<file path="src/rtl/shiftreg_serialout.sv">
// Parallel-in, serial-out transmitter, MSB-first.
// A word can be reloaded on its last-bit cycle, so words go out with no gap.
module shiftreg_serialout #(
  parameter int N = 8
) (
  input  logic         clk,
  input  logic         reset,
  input  logic [N-1:0] din,
  input  logic         load_valid,
  output logic         load_ready,
  output logic         sout,
  output logic         sout_valid,
  output logic         sout_last,
  output logic         busy
);

  localparam int CW = $clog2(N);
  localparam logic [CW-1:0] CNT_LAST = CW'(N - 1);

  typedef enum logic {
    IDLE,
    SHIFT
  } state_e;

  state_e        state_q, state_d;
  logic [N-1:0]  q_q, q_d;
  logic [CW-1:0] cnt_q, cnt_d;
  logic          at_last;
  logic          accept;

  assign at_last = (state_q == SHIFT) && (cnt_q == CNT_LAST);
  assign accept  = load_valid && load_ready;

  always_ff @(posedge clk) begin
    if (reset) begin
      state_q <= IDLE;
      q_q     <= '0;
      cnt_q   <= '0;
    end else begin
      state_q <= state_d;
      q_q     <= q_d;
      cnt_q   <= cnt_d;
    end
  end

  always_comb begin
    state_d = state_q;
    q_d     = q_q;
    cnt_d   = cnt_q;
    unique case (state_q)
      IDLE: begin
        if (accept) begin
          q_d     = din;
          cnt_d   = '0;
          state_d = SHIFT;
        end
      end
      SHIFT: begin
        if (cnt_q != CNT_LAST) begin
          q_d   = {q_q[N-2:0], 1'b0};
          cnt_d = cnt_q + CW'(1);
        end else if (accept) begin
          q_d   = din;
          cnt_d = '0;
        end else begin
          q_d     = '0;
          state_d = IDLE;
        end
      end
    endcase
  end

  // Serial outputs come only from flops; ready also sees reset.
  always_comb begin
    load_ready = !reset && ((state_q == IDLE) || at_last);
    sout       = (state_q == SHIFT) ? q_q[N-1] : 1'b0;
    sout_valid = (state_q == SHIFT);
    sout_last  = at_last;
    busy       = sout_valid;
  end

endmodule

</file>
<file path="config.mk">
export PLATFORM = sky130hd
export DESIGN_NAME = shiftreg_serialout
export DESIGN_NICKNAME = d
export VERILOG_FILES = /design/src/rtl/shiftreg_serialout.sv
export SDC_FILE = /design/constraint.sdc
export NUM_CORES = 1
export LEC_CHECK = 0
export ABC_AREA = 1
export CAP_MARGIN = 20
export CORE_MARGIN = 4
export CORE_UTILIZATION = 45
export CTS_CLUSTER_SIZE = 10
export DETAILED_ROUTE_END_ITERATION = 10
export PLACE_DENSITY = 0.73
export SLEW_MARGIN = 30
export SYNTH_ARGS = -nofsm -noshare
export SYNTH_HDL_FRONTEND = slang
export SYNTH_SLANG_ARGS = --single-unit
</file>
<file path="constraint.sdc">
create_clock -name clk -period 2 [get_ports clk]
set_clock_uncertainty 0.1 [all_clocks]
set_input_delay 0.4 -clock clk [delete_from_list [all_inputs] [get_ports clk]]
set_output_delay 0.4 -clock clk [all_outputs]
set_load 0.05 [all_outputs]
</file>
==> metrics.log, run 1 <==
INFO  metric vias = 683
INFO  metric finish.net_count = 132
INFO  metric postSynthNetCount = 116
INFO  metric synth_top_cells_by_area = dfxtp_1, inv_1, nand2_1, nand4_1, a31oi_1
INFO  metric synthesis.instances = 103
INFO  metric post-route-drc-count = 0
INFO  metric netlist.area_leader.share = 33.98%
INFO  metric synth_seq_cells = 12
INFO  metric setup_viol = 0
INFO  metric period_share = 94.59%
INFO  metric portion_of_the_post_synthesis_area_used_by_sequential_elements = 33.98%
INFO  metric dieArea = 0.002269 mm²
INFO  metric insertedDiodeCount = 0
INFO  metric grt_util_met1 = 20.45%
INFO  metric cts_tree = yes
INFO  metric synthDominantAreaCellType = dfxtp_1
INFO  metric power-per-cell-area = 626.3 mW/mm²
INFO  metric post_synth_num_cell_types = 19
INFO  metric sequentialPowerShare = 47.1%
INFO  metric layout.cells.most_common = inv_1
INFO  metric timing.slew.headroom = 76.73%
INFO  metric cts-hold-fix-buffers = 0
INFO  metric layout-drive-gt1-share = 19.66%
INFO  metric hold_ws = 373.2 ps
INFO  metric dp.final_hpwl = 1119 µm
INFO  metric drt_first_pass_iters = 4
INFO  metric antenna_found_initial = 0
INFO  metric report.final.slew_viol_count = 0
INFO  metric design.portCount = 16
INFO  metric endpoint_kind = output port
INFO  metric number_of_max_capacitance_violations_reported = 0
INFO  metric cts_max_level = 1
INFO  metric routed_length_per_instance = 11.32 µm
INFO  metric timing.critical_path.mode_cell = ha_1
INFO  metric power_leakage = 0.4380 nW
INFO  metric m2_gr_usage = 24.06%
INFO  metric worstPathRequired = 1500 ps
INFO  metric power = 565.0 µW
INFO  metric cts_max_path_buffers = 2
INFO  metric first_global_vias = 597
INFO  metric cp_slowest_cell = dfxtp_1
INFO  metric chipHeight = 47.64 µm
INFO  metric cts_root_buf = clkbuf_4
INFO  metric finalWeightedCongestion = 0.7967
INFO  metric grt_overflow_total = 0
INFO  metric fin_cells = 133
INFO  metric placement.io_buffers = 15
INFO  metric drt_first_iter_violations = 15
INFO  metric yosys.area_share.simple = 28.50%
INFO  metric rsz0062_at_grt = no
INFO  metric grt_pass1_wl = 2470 µm
INFO  metric route.detailed.vias_per_inst = 5.135
INFO  metric global_route_usage_over_all_layers = 15.85%
INFO  metric report.final.hold_viol_count = 0
INFO  metric synth.yosys.warnings = 0
INFO  metric fill_cells = 143
INFO  metric hp-class = reg2reg
INFO  metric power_frac_comb = 25.9%
INFO  metric start_util = 47.48%
INFO  metric postRouteAntennaNets = 0
INFO  metric max_slew.worst_pin.slew = 348.6 ps
INFO  metric synth_xor_xnor_area_share = 0%
INFO  metric post_cts_repair_resize_count = 0
INFO  metric clk_pin_slew = 70 ps
INFO  metric clock.fmax = 528.6 MHz
INFO  metric outcome = complete, no violations
INFO  metric switching_portion_of_total_power = 31.59%
INFO  metric sequential_cell_area = 240.2 µm²
INFO  metric slowest_delay = 330 ps
INFO  metric totalNegativeSetupSlack = 0 ps
INFO  metric cts.sinks = 12
INFO  metric netSwitchingPower = 178.5 µW
INFO  metric clock_latency = 280 ps
INFO  metric post-route-util = 60.59%
INFO  metric period_needed = 1892 ps
INFO  metric routed_wire_length = 1506 µm
INFO  metric cellInternalPower = 386.5 µW
INFO  metric synth-compound-area-share = 15.58%
INFO  metric max-vdd-ir-drop = 0.3073 mV
INFO  metric post_synthesis_adder_cell_area_fraction = 3.540%
INFO  metric routing_usage_on_met3 = 4.511%
INFO  metric cp.arrival = 1390 ps
INFO  metric die_width = 47.64 µm
INFO  metric std_cell_rows = 14
INFO  metric core_area = 0.001489 mm²
INFO  metric pin_count_of_the_biggest_net_entering_global_routing = 20
INFO  metric area_growth_syn_to_layout = 27.61%
INFO  metric numCtsBuffers = 3
INFO  metric layout_common_cells = inv_1, nand2_1, dfxtp_1, clkdlybuf4s50_1
INFO  metric synth_top_family_by_area = simple AND/OR/NAND/NOR gates
INFO  metric critPathLaunchType = flop
INFO  metric grt_most_used_layer = met2
INFO  metric critical_path.max_fanout = 4
INFO  metric synth.avg_cell_area = 6.863 µm²
INFO  metric synth.cell_area = 706.9 µm²
INFO  metric part_of_the_power_in_the_clock_network = 27.0%
INFO  metric critPathKind = reg2out
INFO  metric post_synth_mux_area_share = 0%
INFO  metric place_inst = 130
INFO  metric buffers_inserted_during_post_cts_setup_optimization = 0
INFO  metric multiInputGateArea = 339.1 µm²
INFO  metric timing.critical_path.cells = ha_1 -> ha_1 -> inv_1 -> nand2_2 -> inv_2 -> nor2_2 -> buf_12
[path summary, 6_finish.rpt]
check,start,endpoint,slack [ps],depth (start not counted)
max reg2reg,cnt_q[0]$_SDFF_PP0_,q_q[5]$_SDFFE_PP0P_,480,10
min,cnt_q[0]$_SDFF_PP0_,cnt_q[0]$_SDFF_PP0_,370,1
min reg2reg,cnt_q[0]$_SDFF_PP0_,cnt_q[0]$_SDFF_PP0_,370,1
max,cnt_q[0]$_SDFF_PP0_,load_ready,110,7
[sequential cells by signal, summed over array words and instances, names as in the netlist]
register  flops
busy          1
q_q           8
cnt_q         3
[worst max-delay path: cells and delay by family, from the launching register on]
kind | cells | cell delay [ps]
flops | 1 | 330
simple gates | 2 | 100
fa+ha+maj | 2 | 370
buf+inv | 3 | 310
[per-layer routing]
metal,wire length [µm],vias to the layer above
li1,-,353
met1,693,310
met2,710,17
met3,79,3
met4,23,0
met5,0,-
[synth_stat cells]
cell type / n
a21oi_1: 5
a21oi_4: 1
a31oi_1: 7
buf_2: 2
buf_4: 3
buf_6: 1
clkbuf_1: 1
dfxtp_1: 12
ha_1: 2
inv_1: 20
inv_2: 2
nand2_1: 19
nand2_2: 1
nand4_1: 8
nor2_1: 8
nor2_2: 7
o211ai_1: 2
o21ai_0: 1
o21ai_1: 1
[logic make-up after synthesis]
kind of cell | Yosys count
AND/OR/NAND/NOR | 43
AO/OA/AOI/OAI | 17
flip-flops | 12
adder cells (fa/ha/maj) | 2
buffers and inverters | 29
[stage by stage]
stage | setup WS (ps) | cell area, µm²
detailed placement | 246.4 | 879.6
finish | 108.1 | 902.1
CTS | 100.4 | 902.1
global placement | 290.6 | 879.6
global route | 14.57 | 902.1
floorplan | 157.2 | 709.4
[power by group through the flow]
stage	clock [mW]	combinational [mW]	sequential, mW
2_1_floorplan	0	0.0972	0.274
3_3_place_gp	0	0.144	0.271
3_5_place_dp	0	0.146	0.272
4_1_cts	0.154	0.147	0.266
5_1_grt	0.163	0.163	0.269
6_report	0.152	0.147	0.266
[area by class of cell]
type                       instances  share of cell area, %
multi-input combinational         62                  37.59
sequential                        12                  26.63
timing repair buffer              18                  21.91
inverter                          22                  9.154
clock buffer                       3                  2.497
tap                               16                  2.219
No activity file was read; power rests on OpenSTA's default activity.
==> inputs of run 2 (changes only) <==
CORE_ASPECT_RATIO = 1.25   (was not set)
CORE_UTILIZATION = 35   (was 45)
PLACE_DENSITY = not set   (was 0.73)
==> metrics.log, run 2 (same netlist as run 1, synthesis figures left out) <==
INFO  metric regToRegEndpoint = q_q[2]$_SDFFE_PP0P_ (was q_q[5]$_SDFFE_PP0P_)
INFO  metric cp.arrival = 1390 ps (about the same)
INFO  metric post-route-util = 50.17% (was 60.59%)
INFO  metric clock_latency = 280 ps (about the same)
INFO  metric critical_path.max_fanout = 4 (unchanged)
INFO  metric std_cell_rows = 17 (was 14)
INFO  metric cts_root_buf = clkbuf_4 (unchanged)
INFO  metric period_needed = 1892 ps (about the same)
INFO  metric dp.final_hpwl = 1069 µm (was 1119 µm)
INFO  metric critPathKind = reg2out (unchanged)
INFO  metric vias = 687 (was 683)
INFO  metric global_route_usage_over_all_layers = 13.28% (was 15.85%)
INFO  metric grt_pass1_wl = 2753 µm (was 2470 µm)
INFO  metric power-per-cell-area = 658.1 mW/mm² (was 626.3 mW/mm²)
INFO  metric outcome = complete, no violations (unchanged)
INFO  metric number_of_max_capacitance_violations_reported = 0 (unchanged)
INFO  metric cts.sinks = 12 (unchanged)
INFO  metric startpoint = cnt_q[0]$_SDFF_PP0_ (unchanged)
INFO  metric timing.critical_path.cells = ha_1 -> ha_1 -> inv_1 -> nand2_2 -> inv_2 -> nor2_2 -> buf_12 (unchanged)
INFO  metric slowest_delay = 330 ps (about the same)
INFO  metric worstPathRequired = 1500 ps (about the same)
INFO  metric drt_first_iter_violations = 5 (was 15)
INFO  metric report.final.slew_viol_count = 0 (unchanged)
INFO  metric postRouteAntennaNets = 0 (unchanged)
INFO  metric hold_ws = 341.6 ps (was 373.2 ps)
INFO  metric die_width = 48.20 µm (was 47.64 µm)
INFO  metric area_growth_syn_to_layout = 31.33% (was 27.61%)
INFO  metric clk_pin_slew = 70 ps (about the same)
INFO  metric layout.cells.most_common = inv_1 (unchanged)
INFO  metric route.detailed.vias_per_inst = 4.978 (was 5.135)
INFO  metric pin_count_of_the_biggest_net_entering_global_routing = 20 (unchanged)
INFO  metric setup_viol = 0 (unchanged)
INFO  metric power_leakage = 0.4503 nW (was 0.4380 nW)
INFO  metric cts-hold-fix-buffers = 0 (unchanged)
INFO  metric ff_to_ff_start = cnt_q[0]$_SDFF_PP0_ (unchanged)
INFO  metric cts_tree = yes (unchanged)
INFO  metric grt_overflow_total = 0 (unchanged)
INFO  metric critical-path-top-delay-family = adder cells (unchanged)
INFO  metric antenna_found_initial = 0 (unchanged)
INFO  metric timing.critical_path.mode_cell = ha_1 (unchanged)
INFO  metric critPathBufInv = 3 (unchanged)
INFO  metric rsz0062_at_grt = no (unchanged)
INFO  metric register_name_with_the_most_flops = q_q (unchanged)
INFO  metric first_global_vias = 649 (was 597)
INFO  metric hp-class = reg2reg (unchanged)
INFO  metric finalWeightedCongestion = 0.7412 (was 0.7967)
INFO  metric cts_max_level = 1 (unchanged)
INFO  metric cp_slowest_cell = dfxtp_2 (was dfxtp_1)
INFO  metric worst-r2r-setup-slack = 500 ps (was 480 ps)
INFO  metric totalNegativeSetupSlack = 0 ps (unchanged)
INFO  metric max-vdd-ir-drop = 0.3214 mV (was 0.3073 mV)
INFO  metric period_share = 94.58% (was 94.59%)
INFO  metric drt_first_pass_iters = 4 (unchanged)
INFO  metric insertedDiodeCount = 0 (unchanged)
INFO  metric max_slew.worst_pin.slew = 323.9 ps (was 348.6 ps)
INFO  metric launch_instance_of_the_worst_min_delay_path = cnt_q[0]$_SDFF_PP0_ (unchanged)
INFO  metric routed_wire_length = 1549 µm (was 1506 µm)
INFO  metric start_util = 38.20% (was 47.48%)
INFO  metric layout-drive-gt1-share = 21.85% (was 19.66%)
INFO  metric clock.fmax = 528.7 MHz (was 528.6 MHz)
INFO  metric report.final.hold_viol_count = 0 (unchanged)
INFO  metric placement.io_buffers = 15 (unchanged)
INFO  metric chipHeight = 58.25 µm (was 47.64 µm)
INFO  metric power = 611.0 µW (was 565.0 µW)
INFO  metric design.portCount = 16 (unchanged)
INFO  metric finish.net_count = 133 (was 132)
INFO  metric largest_register_ffs = 8 (unchanged)
INFO  metric routed_length_per_instance = 11.22 µm (was 11.32 µm)
INFO  metric stdcell_area = 928.4 µm² (was 902.1 µm²)
INFO  metric layout_common_cells = inv_1, nand2_1, dfxtp_1, clkdlybuf4s50_1 (unchanged)
INFO  metric numCtsBuffers = 3 (unchanged)
INFO  metric post_dp_cell_area = 890.9 µm² (was 879.6 µm²)
INFO  metric critPathLaunchType = flop (unchanged)
INFO  metric dieArea = 0.002807 mm² (was 0.002269 mm²)
INFO  metric timing.critical_path.depth = 7 (unchanged)
INFO  metric core_area = 0.001851 mm² (was 0.001489 mm²)
INFO  metric end_of_the_critical_path = load_ready (unchanged)
INFO  metric cts_max_path_buffers = 2 (unchanged)
INFO  metric post-route-drc-count = 0 (unchanged)
INFO  metric timing.slew.headroom = 78.38% (was 76.73%)
INFO  metric reg2reg_depth = 10 (unchanged)
INFO  metric endpoint_kind = output port (unchanged)
run 2: changes by cell type in the layout (fill, tap and decap cells not counted):
cell / delta
buf_4: +1
clkbuf_8: +1
dfxtp_1: -1
dfxtp_2: +1
run 2: metrics by stage:
step | std cells | worst slack, ps
detailed placement | 134 | 267.3
floorplan | 103 | 157.2
global placement | 134 | 256.5
CTS | 138 | 82.47
global route | 138 | 3.506
finish | 138 | 108.5
run 2: area by class of cell:
class | instances | area (µm²)
inverter | 22 | 82.58
multi-input combinational | 62 | 339.1
sequential | 12 | 241.5
fill | 195 | 922.1
tap | 19 | 23.77
clock buffer | 4 | 36.28
timing repair buffer | 19 | 205.2
run 2: what timing repair did:
| action | in CTS | in global routing |
|---|---|---|
| setup endpoints to repair | 0 | 1 |
| resized for setup | 0 | 1 |
| setup buffers | 0 | 0 |
run 2: layer usage:
metal / track usage (%) / share of wire (%)
met1: 17.14 / 47
met2: 20.52 / 46
met3: 2.795 / 4.9
met4: 5.769 / 1.9
met5: 0 / 0
run 2: worst min-delay path by stage:
stage / cells after the start / slack (ps) / to
after floorplan: 1 / 340 / cnt_q[0]$_SDFF_PP0_
after global placement: 2 / 350 / q_q[0]$_SDFFE_PP0P_
after detailed placement: 2 / 350 / q_q[0]$_SDFFE_PP0P_
after CTS: 2 / 370 / q_q[0]$_SDFFE_PP0P_
after global routing: 1 / 380 / cnt_q[0]$_SDFF_PP0_
final: 1 / 340 / cnt_q[0]$_SDFF_PP0_
run 2: power breakdown:
| part | switching (mW) | leakage (nW) | internal, mW |
|---|---|---|---|
| clock network | 0.0861 | 0.0210 | 0.111 |
| logic | 0.0869 | 0.330 | 0.0618 |
| registers | 0.00884 | 0.0994 | 0.256 |
==> inputs of run 3 (changes only) <==
CELL_PAD_IN_SITES_DETAIL_PLACEMENT = 1   (was not set)
CELL_PAD_IN_SITES_GLOBAL_PLACEMENT = 1   (was not set)
PLACE_DENSITY_LB_ADDON = 0.1   (was not set)
==> metrics.log, run 3 (same netlist as run 1, synthesis figures left out) <==
INFO  metric launch_instance_of_the_worst_min_delay_path = cnt_q[0]$_SDFF_PP0_ (unchanged)
INFO  metric dieArea = 0.002807 mm² (unchanged)
INFO  metric pin_count_of_the_biggest_net_entering_global_routing = 20 (unchanged)
INFO  metric switching_portion_of_total_power = 30.62% (was 29.77%)
INFO  metric numCtsBuffers = 3 (unchanged)
INFO  metric regToRegEndpoint = q_q[2]$_SDFFE_PP0P_ (unchanged)
INFO  metric critPathKind = reg2out (unchanged)
INFO  metric cts-hold-fix-buffers = 0 (unchanged)
INFO  metric power-per-cell-area = 611.3 mW/mm² (was 658.1 mW/mm²)
INFO  metric layout-drive-gt1-share = 21.19% (was 21.85%)
INFO  metric antenna_found_initial = 0 (unchanged)
INFO  metric insertedDiodeCount = 0 (unchanged)
INFO  metric postRouteAntennaNets = 0 (unchanged)
INFO  metric global_route_usage_over_all_layers = 14.34% (was 13.28%)
INFO  metric sequentialPowerShare = 47.6% (was 43.4%)
INFO  metric setup_viol = 0 (unchanged)
INFO  metric outcome = complete, no violations (unchanged)
INFO  metric post_dp_cell_area = 890.9 µm² (unchanged)
INFO  metric routed_length_per_instance = 12.67 µm (was 11.22 µm)
INFO  metric start_util = 38.20% (unchanged)
INFO  metric cts_tree = yes (unchanged)
INFO  metric worstPathRequired = 1500 ps (about the same)
INFO  metric core_area = 0.001851 mm² (unchanged)
INFO  metric place_inst = 134 (unchanged)
INFO  metric timing.slew.headroom = 76.26% (was 78.38%)
INFO  metric max-vdd-ir-drop = 0.3676 mV (was 0.3214 mV)
INFO  metric totalNegativeSetupSlack = 0 ps (unchanged)
INFO  metric clock_latency = 260 ps (was 280 ps)
INFO  metric max_slew.worst_pin.slew = 355.8 ps (was 323.9 ps)
INFO  metric reg2reg_depth = 10 (unchanged)
INFO  metric report.final.hold_viol_count = 0 (unchanged)
INFO  metric drt_first_iter_violations = 11 (was 5)
INFO  metric post-route-drc-count = 0 (unchanged)
INFO  metric period_share = 95.03% (was 94.58%)
INFO  metric netSwitchingPower = 171.2 µW (was 181.9 µW)
INFO  metric ff_to_ff_start = cnt_q[0]$_SDFF_PP0_ (unchanged)
INFO  metric critical_path.max_fanout = 4 (unchanged)
INFO  metric clock.fmax = 526.2 MHz (was 528.7 MHz)
INFO  metric first_global_vias = 690 (was 649)
INFO  metric dp.final_hpwl = 1370 µm (was 1069 µm)
INFO  metric drt_first_pass_iters = 3 (was 4)
INFO  metric hold-path-cell-count = 1 (unchanged)
INFO  metric register_name_with_the_most_flops = q_q (unchanged)
INFO  metric fill_cells = 244 (was 195)
INFO  metric power_frac_comb = 27.0% (was 24.4%)
INFO  metric layout_common_cells = inv_1, nand2_1, dfxtp_1, clkdlybuf4s50_1 (unchanged)
INFO  metric post_layout_worst_setup_margin = 99.41 ps (was 108.5 ps)
INFO  metric hp-class = reg2reg (unchanged)
INFO  metric number_of_max_capacitance_violations_reported = 0 (unchanged)
INFO  metric cellInternalPower = 387.9 µW (was 429.1 µW)
INFO  metric chipHeight = 58.25 µm (unchanged)
INFO  metric cts_max_level = 1 (unchanged)
INFO  metric finalWeightedCongestion = 0.7474 (was 0.7412)
INFO  metric buffers_inserted_during_post_cts_setup_optimization = 0 (unchanged)
INFO  metric die_width = 48.20 µm (unchanged)
INFO  metric sequential_cell_area = 241.5 µm² (unchanged)
INFO  metric route.detailed.vias_per_inst = 5.073 (was 4.978)
INFO  metric cts.sinks = 12 (unchanged)
INFO  metric rsz0062_at_grt = no (unchanged)
INFO  metric report.final.slew_viol_count = 0 (unchanged)
INFO  metric grt_overflow_total = 0 (unchanged)
INFO  metric power_leakage = 0.4431 nW (was 0.4503 nW)
INFO  metric cts_root_buf = clkbuf_4 (unchanged)
INFO  metric min_delay_worst_endpoint = cnt_q[0]$_SDFF_PP0_ (unchanged)
INFO  metric grt_pass1_wl = 2884 µm (was 2753 µm)
INFO  metric finish.net_count = 133 (unchanged)
INFO  metric routed_wire_length = 1736 µm (was 1549 µm)
INFO  metric endpoint_kind = output port (unchanged)
INFO  metric stdcell_area = 914.6 µm² (was 928.4 µm²)
INFO  metric design.portCount = 16 (unchanged)
INFO  metric cts_max_path_buffers = 2 (unchanged)
INFO  metric fin_cells = 137 (was 138)
INFO  metric worst-r2r-setup-slack = 430 ps (was 500 ps)
INFO  metric vias = 695 (was 687)
INFO  metric placement.setup.worst_slack = 178.5 ps (was 267.3 ps)
INFO  metric part_of_the_power_in_the_clock_network = 25.4% (was 32.2%)
INFO  metric layout.cells.most_common = inv_1 (unchanged)
INFO  metric clk_pin_slew = 70 ps (about the same)
INFO  metric largest_register_ffs = 8 (unchanged)
INFO  metric area_growth_syn_to_layout = 29.38% (was 31.33%)
INFO  metric critPathLaunchType = flop (unchanged)
INFO  metric std_cell_rows = 17 (unchanged)
INFO  metric placement.io_buffers = 15 (unchanged)
INFO  metric multiInputGateArea = 339.1 µm² (unchanged)
INFO  metric cp.arrival = 1400 ps (was 1390 ps)
INFO  metric period_needed = 1901 ps (was 1892 ps)
-- run 3: cell type report --
type                    count  share of cell area [%]
well taps                  19                   2.599
repair buffers             19                   22.44
clock buffers               3                   2.462
flip-flops and latches     12                   26.40
inverters                  22                   9.029
multi-input cells          62                   37.07
-- run 3: critical path, cell delays in order, from the launching register on --
cell and delay (ps):
dfxtp_2 330, ha_1 200, ha_1 190, inv_1 70, nand2_2 50, inv_2 90
nor2_2 50, buf_12 150
-- run 3: through the flow --
stage,power (mW),util [%],hold WS [ps]
after detailed placement,0.4238,48.14,371.1
after CTS,0.5706,49.36,382.0
after global placement,0.4198,48.14,357.5
final,0.5591,49.43,342.3
after global routing,0.6048,49.43,372.3
after floorplan,0.3712,-,338.5
-- run 3: what timing repair did --
item,4_1_cts,5_1_grt
hold endpoints to repair,0,0
resized for setup,0,1
setup endpoints to repair,0,1
-- run 3: power groups by stage --
stage | registers [mW] | clock network, mW | logic [mW]
after floorplan | 0.274 | 0 | 0.0972
after global placement | 0.271 | 0 | 0.149
after detailed placement | 0.271 | 0 | 0.152
after CTS | 0.266 | 0.152 | 0.153
after global routing | 0.268 | 0.170 | 0.167
final | 0.266 | 0.142 | 0.151
-- run 3: worst max-delay path by stage --
stage | startpoint | to | depth (start not counted)
2_1_floorplan | cnt_q[0]$_SDFF_PP0_ | load_ready | 7
3_3_place_gp | load_valid | q_q[0]$_SDFFE_PP0P_ | 5
3_5_place_dp | load_valid | q_q[2]$_SDFFE_PP0P_ | 7
4_1_cts | cnt_q[0]$_SDFF_PP0_ | load_ready | 7
5_1_grt | cnt_q[0]$_SDFF_PP0_ | load_ready | 7
6_report | cnt_q[0]$_SDFF_PP0_ | load_ready | 7
-- run 3: per-layer routing --
metal	vias to the layer above	global-route usage (%)	wire length, µm
li1	358	-	-
met1	323	15.77	713
met2	12	25.19	945
met3	2	2.795	65
met4	0	5.769	12
met5	-	0	0
